File: src/rtl/exc_sequencer_if.sv
// Pipeline/CP0 side bundle for the exception sequencer.
interface exc_sequencer_if #(
  parameter int unsigned CNT_W = 16
);
  // M-stage status from the pipeline
  logic              m_valid;
  logic [31:0]       m_pc;
  logic              m_bd;
  logic              m_is_branch;
  logic              m_eret;
  logic              m_stall;
  // CP0 responses
  logic              cp0_req;
  logic [31:0]       cp0_epc;
  // CP0 drive
  logic [31:0]       cp0_vpc;
  logic              cp0_bd;
  logic              cp0_exlclr;
  // Pipeline control
  logic              flush_all;
  logic              flush_young;
  logic              redirect_valid;
  logic [31:0]       redirect_pc;
  logic [CNT_W-1:0]  trap_count;

  // Sequencer side
  modport slave (
    input  m_valid, m_pc, m_bd, m_is_branch, m_eret, m_stall,
    input  cp0_req, cp0_epc,
    output cp0_vpc, cp0_bd, cp0_exlclr,
    output flush_all, flush_young, redirect_valid, redirect_pc, trap_count
  );

  // Pipeline/CP0 side
  modport master (
    output m_valid, m_pc, m_bd, m_is_branch, m_eret, m_stall,
    output cp0_req, cp0_epc,
    input  cp0_vpc, cp0_bd, cp0_exlclr,
    input  flush_all, flush_young, redirect_valid, redirect_pc, trap_count
  );
endinterface

File: src/rtl/exc_sequencer.sv
// Exception entry / eret exit sequencer sitting between the M stage and CP0.
// Presents the victim PC to CP0, converts CP0 requests into flush+redirect,
// and masks CP0 for a few cycles after every redirect.
module exc_sequencer #(
  parameter logic [31:0] HANDLER_PC  = 32'h0000_4180,
  parameter int unsigned MASK_CYCLES = 1,
  parameter int unsigned CNT_W       = 16
) (
  input logic          clk,
  input logic          reset,
  exc_sequencer_if.slave bus
);

  localparam logic [3:0]       MASK_INIT = 4'(MASK_CYCLES);
  localparam logic [CNT_W-1:0] CNT_MAX   = {CNT_W{1'b1}};
  localparam logic [CNT_W-1:0] CNT_ONE   = CNT_W'(1);

  typedef enum logic {
    ST_RUN  = 1'b0,
    ST_MASK = 1'b1
  } state_e;

  state_e           state_q, state_d;
  logic [31:0]      next_pc_q, next_pc_d;
  logic             shadow_q, shadow_d;
  logic [3:0]       mask_cnt_q, mask_cnt_d;
  logic [CNT_W-1:0] trap_count_q, trap_count_d;

  logic [31:0]      cp0_vpc_c;
  logic             cp0_bd_c;
  logic             cp0_exlclr_c;
  logic             flush_all_c;
  logic             flush_young_c;
  logic             redirect_valid_c;
  logic [31:0]      redirect_pc_c;

  logic             eret_go;

  // State and bookkeeping registers
  always_ff @(posedge clk) begin
    if (reset) begin
      state_q      <= ST_MASK;
      next_pc_q    <= HANDLER_PC;
      shadow_q     <= 1'b0;
      mask_cnt_q   <= MASK_INIT;
      trap_count_q <= '0;
    end else begin
      state_q      <= state_d;
      next_pc_q    <= next_pc_d;
      shadow_q     <= shadow_d;
      mask_cnt_q   <= mask_cnt_d;
      trap_count_q <= trap_count_d;
    end
  end

  // Eret only fires when M can actually retire it
  assign eret_go = bus.m_valid & bus.m_eret & ~bus.m_stall;

  // Next-state, victim-PC select and redirect decisions
  always_comb begin
    state_d          = state_q;
    next_pc_d        = next_pc_q;
    shadow_d         = shadow_q;
    mask_cnt_d       = mask_cnt_q;
    trap_count_d     = trap_count_q;
    cp0_vpc_c        = 32'h0;
    cp0_bd_c         = 1'b0;
    cp0_exlclr_c     = 1'b0;
    flush_all_c      = 1'b0;
    flush_young_c    = 1'b0;
    redirect_valid_c = 1'b0;
    redirect_pc_c    = HANDLER_PC;

    if (state_q == ST_RUN) begin
      // Victim PC: real instruction, else the resume PC unless in a branch shadow
      if (bus.m_valid) begin
        cp0_vpc_c = bus.m_pc;
        cp0_bd_c  = bus.m_bd;
      end else if (!shadow_q) begin
        cp0_vpc_c = next_pc_q;
      end

      if (bus.cp0_req) begin
        // Exception entry outranks eret and stall
        flush_all_c      = 1'b1;
        redirect_valid_c = 1'b1;
        redirect_pc_c    = HANDLER_PC;
        state_d          = ST_MASK;
        mask_cnt_d       = MASK_INIT;
        next_pc_d        = HANDLER_PC;
        shadow_d         = 1'b0;
        trap_count_d     = (trap_count_q == CNT_MAX) ? trap_count_q
                                                     : trap_count_q + CNT_ONE;
      end else if (eret_go) begin
        // Eret keeps itself in M and returns to EPC
        cp0_exlclr_c     = 1'b1;
        flush_young_c    = 1'b1;
        redirect_valid_c = 1'b1;
        redirect_pc_c    = bus.cp0_epc;
        state_d          = ST_MASK;
        mask_cnt_d       = MASK_INIT;
        next_pc_d        = bus.cp0_epc;
        shadow_d         = 1'b0;
      end else if (bus.m_valid && !bus.m_stall) begin
        // Track the resume PC; a branch defers bubble interrupts to its delay slot
        next_pc_d = bus.m_pc + 32'd4;
        shadow_d  = bus.m_is_branch;
      end
    end else begin
      // Masked window: CP0 sees no instruction, requests are ignored
      mask_cnt_d = mask_cnt_q - 4'd1;
      if (mask_cnt_q <= 4'd1) begin
        state_d = ST_RUN;
      end
    end
  end

  assign bus.cp0_vpc        = cp0_vpc_c;
  assign bus.cp0_bd         = cp0_bd_c;
  assign bus.cp0_exlclr     = cp0_exlclr_c;
  assign bus.flush_all      = flush_all_c;
  assign bus.flush_young    = flush_young_c;
  assign bus.redirect_valid = redirect_valid_c;
  assign bus.redirect_pc    = redirect_pc_c;
  assign bus.trap_count     = trap_count_q;

endmodule

File: src/flat_wrapper.sv
// flat-port wrapper written by rule: the top's interface ports become plain ports
module exc_sequencer_flat 
#(
  parameter logic [31:0] HANDLER_PC  = 32'h0000_4180,
  parameter int unsigned MASK_CYCLES = 1,
  parameter int unsigned CNT_W       = 16
)
  (clk, reset, bus_m_valid, bus_m_pc, bus_m_bd, bus_m_is_branch, bus_m_eret, bus_m_stall, bus_cp0_req, bus_cp0_epc, bus_cp0_vpc, bus_cp0_bd, bus_cp0_exlclr, bus_flush_all, bus_flush_young, bus_redirect_valid, bus_redirect_pc, bus_trap_count);
  exc_sequencer_if #(.CNT_W(CNT_W)) bus_i ();
  input logic clk;
  input logic reset;
  input wire logic [$bits(bus_i.m_valid)-1:0] bus_m_valid;
  input wire logic [$bits(bus_i.m_pc)-1:0] bus_m_pc;
  input wire logic [$bits(bus_i.m_bd)-1:0] bus_m_bd;
  input wire logic [$bits(bus_i.m_is_branch)-1:0] bus_m_is_branch;
  input wire logic [$bits(bus_i.m_eret)-1:0] bus_m_eret;
  input wire logic [$bits(bus_i.m_stall)-1:0] bus_m_stall;
  input wire logic [$bits(bus_i.cp0_req)-1:0] bus_cp0_req;
  input wire logic [$bits(bus_i.cp0_epc)-1:0] bus_cp0_epc;
  output wire logic [$bits(bus_i.cp0_vpc)-1:0] bus_cp0_vpc;
  output wire logic [$bits(bus_i.cp0_bd)-1:0] bus_cp0_bd;
  output wire logic [$bits(bus_i.cp0_exlclr)-1:0] bus_cp0_exlclr;
  output wire logic [$bits(bus_i.flush_all)-1:0] bus_flush_all;
  output wire logic [$bits(bus_i.flush_young)-1:0] bus_flush_young;
  output wire logic [$bits(bus_i.redirect_valid)-1:0] bus_redirect_valid;
  output wire logic [$bits(bus_i.redirect_pc)-1:0] bus_redirect_pc;
  output wire logic [$bits(bus_i.trap_count)-1:0] bus_trap_count;
  assign bus_i.m_valid = bus_m_valid;
  assign bus_i.m_pc = bus_m_pc;
  assign bus_i.m_bd = bus_m_bd;
  assign bus_i.m_is_branch = bus_m_is_branch;
  assign bus_i.m_eret = bus_m_eret;
  assign bus_i.m_stall = bus_m_stall;
  assign bus_i.cp0_req = bus_cp0_req;
  assign bus_i.cp0_epc = bus_cp0_epc;
  assign bus_cp0_vpc = bus_i.cp0_vpc;
  assign bus_cp0_bd = bus_i.cp0_bd;
  assign bus_cp0_exlclr = bus_i.cp0_exlclr;
  assign bus_flush_all = bus_i.flush_all;
  assign bus_flush_young = bus_i.flush_young;
  assign bus_redirect_valid = bus_i.redirect_valid;
  assign bus_redirect_pc = bus_i.redirect_pc;
  assign bus_trap_count = bus_i.trap_count;
  exc_sequencer #(.HANDLER_PC(HANDLER_PC), .MASK_CYCLES(MASK_CYCLES), .CNT_W(CNT_W)) u_core (.clk(clk), .reset(reset), .bus(bus_i));
endmodule
File: config.mk
export PLATFORM = sky130hd
export DESIGN_NAME = exc_sequencer_flat
export DESIGN_NICKNAME = d
export VERILOG_FILES = /design/src/rtl/exc_sequencer_if.sv /design/src/rtl/exc_sequencer.sv /design/src/flat_wrapper.sv
export SDC_FILE = /design/constraint.sdc
export NUM_CORES = 1
export LEC_CHECK = 0
export ABC_AREA = 1
export CELL_PAD_IN_SITES_DETAIL_PLACEMENT = 0
export CELL_PAD_IN_SITES_GLOBAL_PLACEMENT = 1
export CORE_ASPECT_RATIO = 1.4
export CORE_UTILIZATION = 45
export CTS_CLUSTER_DIAMETER = 50
export DETAILED_ROUTE_END_ITERATION = 8
export DONT_BUFFER_PORTS = 1
export PLACE_DENSITY_LB_ADDON = 0.1
export SYNTH_ARGS = -nofsm -noshare
export SYNTH_HDL_FRONTEND = slang
export SYNTH_SLANG_ARGS = --single-unit
File: constraint.sdc
create_clock -name clk -period 4.2 [get_ports clk]
set_input_delay 0.63 -clock clk [delete_from_list [all_inputs] [get_ports clk]]
set_output_delay 0.63 -clock clk [all_outputs]
set_load 0.1 [all_outputs]
==> metrics <==
Cell Area, Synth=~4100 um2; Max Cap Violations=0; Async S/R FF share, synth=0; IO Pins=around 160; number of standard cells in the layout, taps in and fillers out=between 800 and 900; RSZ-0062 raised after global routing=no; hold violation total from the final report=0; run status=complete, no violations; kind of end point of the critical path=output pin; post-detailed-placement cell area=about 5100 um2; setup_tns=0 ps; clock net sink count=54; maximum resistive drop on vdd=roughly 660 uV; total core area=8980 um2; initial drt markers=313; largest net degree at the start of global routing=46; H-Tree Depth=2; Warnings, synthesis=0; source-to-sink clock delay at the later pin of the worst-skew pair=approximately 300 ps; top flip-flop cell by instance count after synthesis=sky130_fd_sc_hd__dfxtp_1; average via count per standard cell=~5.6; buffer levels on the longest clock path=2; final std cell area, no fill=5280 um2; Area Growth Syn to Fin=27.6%; relative max-transition margin=0.214; final period demand of the worst path=between 2000 and 3000 ps; max-slew violation count=0; count of instances resized after the clock tree is built=0; count of filler cells inserted in the layout=between 800 and 900; Yosys cell types=38; startpoint types=input pin; vias in the first global route=approximately 4.6k; Critical Path RT=about 3600 ps; Period Utilization, post-route=0.710; via count=about 5k; placed instance count=around 870; reported leakage power=0.00222 uW; total nets after synthesis=between 700 and 800; synthesized flop and latch total=54; clock-pin slew on the worst setup and hold paths=70 ps; count of buffers added by post-CTS timing repair for setup=0; number of nets in the finished design=about 840; buffer cell driving the clock tree root=sky130_fd_sc_hd__clkbuf_16; wire length of the first global-routing pass=22.3 mm; count of flip-flops with a built-in enable after synthesis=0; WS Path Type=in2out; leftover overflow at the end of global routing=0; half-perimeter wire length after detailed placement=10.5 mm; maximum operating frequency=335 MHz; CTS tree=built; number of buffers inserted during clock tree synthesis=5; die outline height=roughly 120 um; worst clock skew on the final layout=between 9 and 10 ps; number of hold buffers added after CTS=0; Inserted Diodes=0; overall routing resource usage=0.288; total power density per cell area=just over 500 nW/um2; initial antenna violation count=0; endpoints failing setup=0; fraction of layout cells with a size suffix above 1=0.225; Detail Route Antenna Nets=0; Min-Delay Path Class=in2reg; synthesized area per cell=a little under 6 um2; Synth Instances=717; portion of the post-synthesis area used by sequential elements=0.261; die area=9580 um2; count of standard-cell rows=41; overall power=around 2700 uW; Initial Util=0.461; count of buffers from port buffering=0; Routed Wire Length=~14 mm; core utilization of the finished layout=0.588; placer congestion estimate=approximately 0.95; first drt pass iteration count=5; top fanout value on the critical path=44; arrival time of the worst setup path=2350 ps; Worst-Margin Slew=1180 ps; DRC violations left=0; worst reg-to-reg setup slack=approximately 1500 ps; average wire length per cell after detail routing=around 16 um; Chip Width=83.0 um
[through the flow]
step | setup WS, ps | hold slack (ps)
floorplan | 392 | 442
global route | 992 | 372
detailed placement | 1200 | 458
CTS | 1210 | 378
finish | 1220 | 381
global placement | 1290 | 457
[synthesized netlist by cell type, types with 9 or more instances]
master	n	area, um2
sky130_fd_sc_hd__nand3_1	54	270
sky130_fd_sc_hd__a21oi_1	48	240
sky130_fd_sc_hd__nor2_1	105	394
sky130_fd_sc_hd__dfxtp_1	54	1080
sky130_fd_sc_hd__buf_2	9	45.0
sky130_fd_sc_hd__clkbuf_1	23	86.3
sky130_fd_sc_hd__o22ai_1	29	181
sky130_fd_sc_hd__inv_1	68	255
sky130_fd_sc_hd__o21ai_0	43	215
sky130_fd_sc_hd__nand2_1	206	773
[worst paths after layout]
path,startpoint,end,depth (start not counted)
hold / removal,reset,u_core.bus.trap_count[2]$_SDFFE_PP0P_,1
hold reg to reg,u_core.next_pc_q[7]$_SDFFE_PP1P_,u_core.next_pc_q[7]$_SDFFE_PP1P_,2
setup reg to reg,u_core.state_q$_SDFF_PP1_,u_core.next_pc_q[19]$_SDFFE_PP0P_,8
setup / recovery,bus_m_valid,bus_redirect_pc[15],8
[cell usage in the layout (no fill, tap or decap), types with 6 or more instances in the layout]
master	netlist	final
sky130_fd_sc_hd__a21oi_2	7	7
sky130_fd_sc_hd__nor2_2	4	28
sky130_fd_sc_hd__clkbuf_16	0	11
sky130_fd_sc_hd__dfxtp_1	54	53
sky130_fd_sc_hd__nand3_1	54	54
sky130_fd_sc_hd__nor3_2	0	6
sky130_fd_sc_hd__a31oi_1	7	7
sky130_fd_sc_hd__xor2_1	7	7
sky130_fd_sc_hd__o21ai_0	43	41
sky130_fd_sc_hd__o22ai_2	0	29
sky130_fd_sc_hd__buf_4	1	73
sky130_fd_sc_hd__nor2_1	105	80
sky130_fd_sc_hd__nand4_1	7	7
sky130_fd_sc_hd__nand2_1	206	204
sky130_fd_sc_hd__inv_1	68	68
sky130_fd_sc_hd__a21oi_1	48	48
[logic make-up (layout without fill, tap and decap cells)]
group,Yosys count,count (layout),share of synthesized area
fa+ha+maj,4,4,0.0121
buf+inv,106,158,0.102
compound gates,146,146,0.204
xor+xnor,12,12,0.0254
flops,54,54,0.261
simple gates,395,395,0.396
[layer usage]
metal / vias to the layer above / global-route usage / routed length (um)
met3: 28 / 0.0556 / 911
met4: 0 / 0.125 / 399
met1: 2286 / 0.334 / 5660
met2: 180 / 0.520 / 7330
li1: 2447 / - / -
met5: - / 0 / 0
[final cells by class]
type,count,area [um2],share of cell area
Tap cell,107,134,0.0254
Timing Repair Buffer,79,698,0.132
Inverter,71,267,0.0505
Clock buffer,5,125,0.0237
Multi-Input combinational cell,557,2950,0.558
Sequential cell,54,1080,0.205
Clock inverter,3,26.3,0.00498
[flip-flops by register name, indices dropped and copies added (netlist names)]
name,count
u_core.next_pc_q,32
u_core.bus.trap_count,16
u_core.state_q,1
u_core.mask_cnt_q,4
u_core.shadow_q,1
[power by group]
group | switching, uW | leakage (uW) | internal, uW
Clock | 218 | 0.0000740 | 225
Sequential | 58.6 | 0.000442 | 633
Combinational | 1230 | 0.00170 | 355
[critical path, cell delays in order]
cell	delay (ps)
sky130_fd_sc_hd__nand2_1	50
sky130_fd_sc_hd__nor2_1	150
sky130_fd_sc_hd__nand2_1	400
sky130_fd_sc_hd__clkinv_1	120
sky130_fd_sc_hd__buf_4	420
sky130_fd_sc_hd__nand2_1	160
sky130_fd_sc_hd__nor2_2	110
sky130_fd_sc_hd__buf_4	290
No activity file was read; power rests on OpenSTA's default activity.
